`config.mk`:
```
export PLATFORM = sky130hd
export DESIGN_NAME = rx_mem_wr_sched
export DESIGN_NICKNAME = d
export VERILOG_FILES = /design/src/rtl/rx_mem_wr_sched_pkg.sv /design/src/rtl/rx_wr_addr_gen.sv /design/src/rtl/rx_mem_wr_sched.sv
export SDC_FILE = /design/constraint.sdc
export NUM_CORES = 1
export LEC_CHECK = 0
export CAP_MARGIN = 10
export CORE_ASPECT_RATIO = 1.4
export CORE_MARGIN = 2
export CORE_UTILIZATION = 40
export CTS_BUF_LIST = sky130_fd_sc_hd__clkbuf_16
export DETAILED_ROUTE_END_ITERATION = 8
export HOLD_SLACK_MARGIN = 0.1
export PLACE_DENSITY_LB_ADDON = 0.15
export SLEW_MARGIN = 20
export SYNTH_ARGS = -nofsm -noshare
export SYNTH_HDL_FRONTEND = slang
export SYNTH_HIERARCHICAL = 1
export SYNTH_SLANG_ARGS = --single-unit
```
`constraint.sdc`:
```
create_clock -name adc_clk -period 3.25 [get_ports adc_clk]
set_clock_uncertainty 0.05 [all_clocks]
set_input_delay 0.4875 -clock adc_clk [delete_from_list [all_inputs] [get_ports adc_clk]]
set_output_delay 0.4875 -clock adc_clk [all_outputs]
set_load 0.02 [all_outputs]
```
`src/rtl/rx_mem_wr_sched_pkg.sv`:
```
// rx_mem_wr_sched_pkg: FSM encoding and buffer layout constants shared by the rx audio write path
package rx_mem_wr_sched_pkg;
   typedef enum logic [3:0] {IDLE, GETI, WAITI, WRI, GETQ, WAITQ, WRQ, TS, DONE} state_t;
   localparam int TS_WORDS = 3;
   localparam int WORD_W = 16;
endpackage

```
`src/rtl/rx_wr_addr_gen.sv`:
```
// rx_wr_addr_gen: word pointer within the current buffer plus ring index and completed-buffer count
module rx_wr_addr_gen #(
   parameter int BUF_WORDS = 2048,
   parameter int NBUF = 2,
   parameter int AW = 12,
   parameter int IW = 1
) (
   input  logic          adc_clk,
   input  logic          reset,
   input  logic          clear,
   input  logic          inc,
   input  logic          next_buf,
   output logic [AW-1:0] addr,
   output logic [IW-1:0] buf_idx,
   output logic [15:0]   buf_ctr
);
   localparam int PW = BUF_WORDS > 1 ? $clog2(BUF_WORDS) : 1;
   logic [PW-1:0] ptr;
   assign addr = AW'(buf_idx) * AW'(BUF_WORDS) + AW'(ptr);
   always_ff @(posedge adc_clk or posedge reset)
      if (reset) begin
         ptr     <= '0;
         buf_idx <= '0;
         buf_ctr <= '0;
      end else if (clear) begin
         ptr     <= '0;
         buf_idx <= '0;
         buf_ctr <= '0;
      end else if (next_buf) begin
         ptr     <= '0;
         buf_idx <= buf_idx == IW'(NBUF - 1) ? '0 : buf_idx + 1'b1;
         buf_ctr <= buf_ctr + 1'b1;
      end else if (inc)
         // oversized buffers wrap inside themselves rather than spilling into the next one
         ptr <= ptr == PW'(BUF_WORDS - 1) ? '0 : ptr + 1'b1;
endmodule

```
`src/rtl/rx_mem_wr_sched.sv`:
```
// rx_mem_wr_sched: strobes the DDC array for I then Q words and writes them, plus a tick stamp,
// into a ring of sample buffers in the rx audio memory
module rx_mem_wr_sched
   import rx_mem_wr_sched_pkg::*;
#(
   parameter int CHANS = 4,
   parameter int GET_LAT = 1,
   parameter int BUF_WORDS = 2048,
   parameter int NBUF = 2,
   parameter int AW = 12,
   localparam int IW = NBUF > 1 ? $clog2(NBUF) : 1
) (
   input  logic                adc_clk,
   input  logic                reset,
   input  logic                rx_avail,
   input  logic [CHANS*16-1:0] rxn_din,
   input  logic [7:0]          nrx_samps,
   input  logic [47:0]         ticks,
   input  logic                buf_rst,
   output logic                rd_getI,
   output logic                rd_getQ,
   output logic                mem_wr,
   output logic [AW-1:0]       mem_waddr,
   output logic [15:0]         mem_wdata,
   output logic                srq,
   output logic [IW-1:0]       buf_idx,
   output logic [15:0]         buf_ctr,
   output logic                ovfl
);
   localparam int CW = CHANS > 1 ? $clog2(CHANS) : 1;
   localparam int WW = $clog2(GET_LAT + 1);
   typedef struct packed {
      state_t             st;
      logic [CW-1:0]      ch;
      logic [WW-1:0]      wc;
      logic [1:0]         tsi;
      logic [7:0]         cnt;
      logic [47:0]        ts;
      logic               rd_geti;
      logic               rd_getq;
      logic               srq;
      logic               ovfl;
      logic               mem_wr;
      logic [AW-1:0]      mem_waddr;
      logic [WORD_W-1:0]  mem_wdata;
   } regs_t;
   regs_t r, n;
   logic wr, nb;
   logic [WORD_W-1:0] wd;
   logic [AW-1:0] addr;
   logic [CW-1:0] chn;
   assign chn = r.ch + 1'b1;
   rx_wr_addr_gen #(.BUF_WORDS(BUF_WORDS), .NBUF(NBUF), .AW(AW), .IW(IW)) u_addr (
      .adc_clk  (adc_clk),
      .reset    (reset),
      .clear    (buf_rst),
      .inc      (wr),
      .next_buf (nb),
      .addr     (addr),
      .buf_idx  (buf_idx),
      .buf_ctr  (buf_ctr)
   );
   // every write is decided one cycle early so mem_wr is high exactly while the FSM sits in WR*/TS
   always_comb begin
      n = r;
      n.rd_geti = 1'b0;
      n.rd_getq = 1'b0;
      n.srq = 1'b0;
      n.mem_wr = 1'b0;
      wr = 1'b0;
      wd = '0;
      nb = 1'b0;
      if (rx_avail && r.st != IDLE) n.ovfl = 1'b1;
      case (r.st)
         IDLE: if (rx_avail && nrx_samps != 8'd0) begin
            n.st = GETI;
            n.rd_geti = 1'b1;
            n.ts = ticks;
         end
         GETI, GETQ: begin
            n.st = r.st == GETI ? WAITI : WAITQ;
            n.wc = '0;
         end
         WAITI, WAITQ: if (r.wc == WW'(GET_LAT - 1)) begin
            n.st = r.st == WAITI ? WRI : WRQ;
            n.ch = '0;
            wr = 1'b1;
            wd = rxn_din[15:0];
         end else n.wc = r.wc + 1'b1;
         WRI, WRQ: if (r.ch != CW'(CHANS - 1)) begin
            n.ch = chn;
            wr = 1'b1;
            wd = rxn_din[16*chn +: 16];
         end else if (r.st == WRI) begin
            n.st = GETQ;
            n.rd_getq = 1'b1;
         end else begin
            n.cnt = r.cnt + 1'b1;
            n.st = r.cnt + 8'd1 == nrx_samps ? TS : IDLE;
            n.tsi = '0;
            wr = r.cnt + 8'd1 == nrx_samps;
            wd = r.ts[15:0];
         end
         TS: if (r.tsi != 2'(TS_WORDS - 1)) begin
            n.tsi = r.tsi + 1'b1;
            wr = 1'b1;
            wd = r.tsi == 2'd0 ? r.ts[31:16] : r.ts[47:32];
         end else begin
            n.st = DONE;
            n.srq = 1'b1;
            nb = 1'b1;
         end
         DONE: begin
            n.st = IDLE;
            n.cnt = '0;
         end
         default: n.st = IDLE;
      endcase
      if (wr) begin
         n.mem_wr = 1'b1;
         n.mem_wdata = wd;
         n.mem_waddr = addr;
      end
      if (buf_rst) begin
         n = '0;
         wr = 1'b0;
         nb = 1'b0;
      end
   end
   always_ff @(posedge adc_clk or posedge reset)
      if (reset) r <= '0;
      else r <= n;
   assign rd_getI = r.rd_geti;
   assign rd_getQ = r.rd_getq;
   assign srq = r.srq;
   assign ovfl = r.ovfl;
   assign mem_wr = r.mem_wr;
   assign mem_waddr = r.mem_waddr;
   assign mem_wdata = r.mem_wdata;
endmodule

```
# == After elaboration in Yosys (flattened, before gate mapping) ==
# Cells that the tools add are included.
# classes
add_sub_neg,8
eq_ne,19
shifts,1
n_mux,50
n_reduce_logical,24
# op_table
operator,count
$mux W16,7
$mux W49,2
$mux W98,1
$shiftx A64 B7 Y16,1
$pmux W16 S3,1
$mux W11,4
$mux W29,1
$ne A3 B3 Y1 const B,7
$mux W10,2
$pmux W4 S5,1
$add A16 B1 Y16 const B,1
$eq A4 B3 Y1 const B,4
$mux W1,16
$pmux W8 S2,1
$reduce_bool A3 Y1,5
$add A12 B11 Y12,1
$mux W3,4
$mux W4,3
$add A11 B1 Y11 const B,1
$eq A11 B11 Y1 const B,1
$reduce_bool A2 Y1,5
$add A8 B1 Y8 const B,1
$eq A4 B2 Y1 const B,2
$eq A8 B8 Y1,1
19 further kinds,29
# word_totals
regBits,126
in_bits,124
out_inout_bits,50
wordCells,118

# == Depth between registers and ports, before layout ==
# depth
ltp_word,9
mapped_depth,12
depth_no_buf,10

# == By module ==
# Netlist, hierarchy kept.
# modules_own_cells
module,instances,cells_each,area_per_inst_um2,seq_area_each_um2
rx_mem_wr_sched,1,610,5748.0,2427.3
rx_wr_addr_gen,1,143,1405.1,700.7

# == Least setup slack after synthesis ==
# No wires, ideal clock.
# synth_timing
kind,register to register
from,register r[81] (netlist bit)
to,register u_addr.ptr[0]
setup_ns,0.134
arrival_ns,3.127
required_time_ns,3.066
path_slack_ns,-0.061
path_stages_with_launch,13
path_buffers,2
period_less_slack_ns,3.311
cell_sequence,dfrtp_1 ha_1 buf_2 xnor3_1 nand4_1 a2111o_1 nor3b_4 buf_6 nor3_1 and3_1 nand3_1 o21ai_0 nor2_1
# synth_via
elab_chain_len,7
# synth_lines
item,line_no,rtl
from (decl),rx_mem_wr_sched.sv:47,"regs_t r, n;"
from (signal assigned),rx_mem_wr_sched.sv:132,else r <= n;
$add A8 B1 Y8,rx_mem_wr_sched.sv:101,wr = r.cnt + 8'd1 == nrx_samps;
$eq A8 B8 Y1,rx_mem_wr_sched.sv:101,
$mux W1,rx_mem_wr_sched.sv:94,end else if (r.st == WRI) begin
$mux W1,rx_mem_wr_sched.sv:90,"WRI, WRQ: if (r.ch != CW'(CHANS - 1)) begin"
$pmux W1 S3,rx_mem_wr_sched.sv:74,case (r.st)
$mux W1,rx_mem_wr_sched.sv:124,if (buf_rst) begin
$reduce_bool A3 Y1 (no line),-,
to (signal assigned),rx_wr_addr_gen.sv:35,ptr <= ptr == PW'(BUF_WORDS - 1) ? '0 : ptr + 1'b1;
to (decl),rx_wr_addr_gen.sv:18,logic [PW-1:0] ptr;
# No other way between the ends.
# A chain may end at the register's enable or synchronous reset.

# == Worst setup path after layout ==
# layout_timing
from,register r[81] (netlist bit)
to,register u_addr.ptr[5]
# Same word-level chain as after synthesis.

==> metrics <==
outcome=finished, final reports clean; asr flop ratio synth=100%; dpl hpwl=14600 µm; post-cts resize count=0; setup repair bufs after CTS=0; synth cell count leaders=dfrtp_1, nand2_1, a21oi_1; most frequent cell after synthesis=dfrtp_1; DIE AREA=0.0190 mm²; Placed Area=0.00889 mm²; Initial Utilization=40.9%; arrival time at the worst endpoint=3.22 ns; DRT Wirelength=20500 µm; CTS root buf=clkbuf_16; CP Class=flip-flop to flip-flop; synth warn=6; core box area=0.0175 mm²; ANT nets after route=0; Max Root-Sink Buffers=2; CP max FO=10; Die X=117 µm; Leakage=3.81 nW; r2r setup slk=0.28 ns; CP startpoint=r[81]; n_diodes=0; Post-synth EDFFs=0; CP top delay family=simple AND/OR/NAND/NOR gates; Slew Viols, Final=0; synthesized cell area=0.00715 mm²; Via density=5.47; CTS tree=built; worst r2r src=r[81]; fraction of layout cells with a size suffix above 1=11.1%; most used cell, CP=nor3_1; Finished Cell Area=0.00949 mm²; power density cells=594 mW/mm²; TNS Setup=0 ns; wire length of the first global-routing pass=32500 µm; DR iter-0 viols=467; Die Ht=162 µm; CTS Hold Bufs=0; insertion delay to the later sink of the worst-skew pair=0.42 ns; cell count along the critical path=11; gpl congestion=0.854; Max Cap Viol=0; syn nets=883; startpoint types=flip-flop; Final period util=91.3%; Fillers=1630; crit path buf inv count=1; area grow syn2layout=32.6%; Largest stage delay, worst path=0.46 ns; CP max stage cell=dfrtp_1; Peak VDD IR=328 µV; final hold viol count=0; via count=6192; gr ovfl total=0; H-tree Lvls=4; Worst Setup End Kind=flip-flop; CP Data Required Time=3.50 ns; utilization after layout=54.3%; first-pass iteration count of the detailed router=5; Mean Syn Cell Area=9.50 µm²; top achievable clock speed=337 MHz; number of synthesized register bits=125; initial antenna violation count=0; Synth cell types=61; Clock Sinks=125; # setup viols final=0; CTS clk-pin slew, worst paths=0.06 ns; cells along the critical path=ha_1 > xnor3_1 > nand4_1 > a2111o_1 > nor3b_4 > nor3_2 > buf_4 > nor3_1 > nor3_1 > xnor2_1 > nor2_1; synth top area cells=dfrtp_1, a21oi_1, nand2_1; Worst slew margin=42.6%; Slew @ Worst Pin=0.861 ns; row cnt=57; TritonCTS Buffers=17; pin count of the biggest net entering global routing=98; nets@finish=1014; drt drc=0; post-synth top area cell=dfrtp_1; vias in the first global route=6297; Overall Global Routing Usage=22.3%; Port Buffer Count=173; r2r endpoint=u_addr/ptr[5]; Hold Crit Class=primary input to flip-flop; cells after synthesis=753; min cycle time layout=2.97 ns; Wirelength per Cell=18.1 µm; ys flop type=dfrtp_1; Synth top area share=43.7%; reg2reg path depth=11; I/O pin count=174; RSZ-0062 raised after global routing=no; sequential share of the synthesized area=43.7%; CP Capture Point=u_addr/ptr[5]
[worst min-delay path by stage]
stage / from / endpoint / slack (ns) / cells after the start
3_3_place_gp: ovfl / ovfl / 0.44 / 2
6_report: buf_rst / r[95] / 0.43 / 4
4_1_cts: buf_rst / r[95] / 0.40 / 4
3_5_place_dp: ovfl / ovfl / 0.44 / 2
5_1_grt: buf_rst / r[95] / 0.44 / 4
2_1_floorplan: r[86] / r[86] / 0.44 / 1
[kinds of logic after synthesis]
kind of cell             share of synthesized area (%)
AO/OA/AOI/OAI                                     18.4
multiplexers                                      7.56
buffers and inverters                             7.66
flip-flops                                        43.7
adder cells (fa/ha/maj)                           1.05
AND/OR/NAND/NOR                                   17.2
XOR/XNOR                                          4.34
[report_power, final]
| part | switching [W] | internal, W |
|---|---|---|
| Sequential | 0.000126 | 0.00174 |
| Clock | 0.000702 | 0.00120 |
| Combinational | 0.00109 | 0.000776 |
| Total | 0.00192 | 0.00372 |
[cell usage in the layout (no fill, tap or decap), types with 6 or more instances in the layout]
cell type          n
a21oi_1          104
a22oi_1           17
a311oi_1           6
a311oi_2           9
buf_4             22
clkbuf_16         17
clkdlybuf4s50_1  172
dfrtp_1          125
ha_1               6
inv_1             11
mux2i_1           18
mux4_2            16
nand2_1          118
nand3_1           24
nand4_1            9
nor2_1            43
nor3_1            21
nor4_1             7
o21ai_0           25
xnor2_1           18
xor2_1            13
[final cells by class]
cell class / count / area, µm² / area share (%)
clock inverters: 15 / 173 / 1.82
flip-flops and latches: 125 / 3130 / 33.0
well taps: 236 / 295 / 3.11
multi-input cells: 533 / 3490 / 36.8
clock buffers: 17 / 425 / 4.48
repair buffers: 196 / 1930 / 20.3
inverters: 11 / 43.8 / 0.462
[flip-flops by register name, summed over array words and instances (netlist names)]
name / flops
r: 64
mem_wdata: 16
u_addr/buf_ctr: 16
mem_waddr: 12
u_addr/ptr: 11
mem_wr: 1
ovfl: 1
rd_getI: 1
rd_getQ: 1
srq: 1
u_addr/buf_idx: 1
[per-layer routing]
| layer | track usage [%] | vias to the layer above | routed length, µm |
|---|---|---|---|
| met5 | 0 | - | 0 |
| li1 | - | 2915 | - |
| met2 | 37.1 | 236 | 10400 |
| met1 | 29.1 | 3016 | 8560 |
| met3 | 4.51 | 25 | 1210 |
| met4 | 7.11 | 0 | 329 |
[metrics by stage]
step / hold WS, ns / instances / setup slack (ns) / power [W]
floorplan: 0.438 / 753 / 0.112 / 0.00321
global route: 0.442 / 1133 / 0.0601 / 0.00594
detailed placement: 0.436 / 1101 / 0.0540 / 0.00376
finish: 0.427 / 1133 / 0.283 / 0.00564
CTS: 0.398 / 1133 / 0.310 / 0.00570
global placement: 0.435 / 1101 / 0.155 / 0.00373
[worst register-to-register path: cells and delay by family, from the launching register on]
| family | cells | cell delay (ns) |
|---|---|---|
| AO/OA/AOI/OAI | 1 | 0.34 |
| buffers and inverters | 1 | 0.19 |
| flip-flops | 1 | 0.46 |
| XOR/XNOR | 2 | 0.56 |
| adder cells (fa/ha/maj) | 1 | 0.36 |
| AND/OR/NAND/NOR | 6 | 0.91 |
Power figures use the tool's default switching activity.
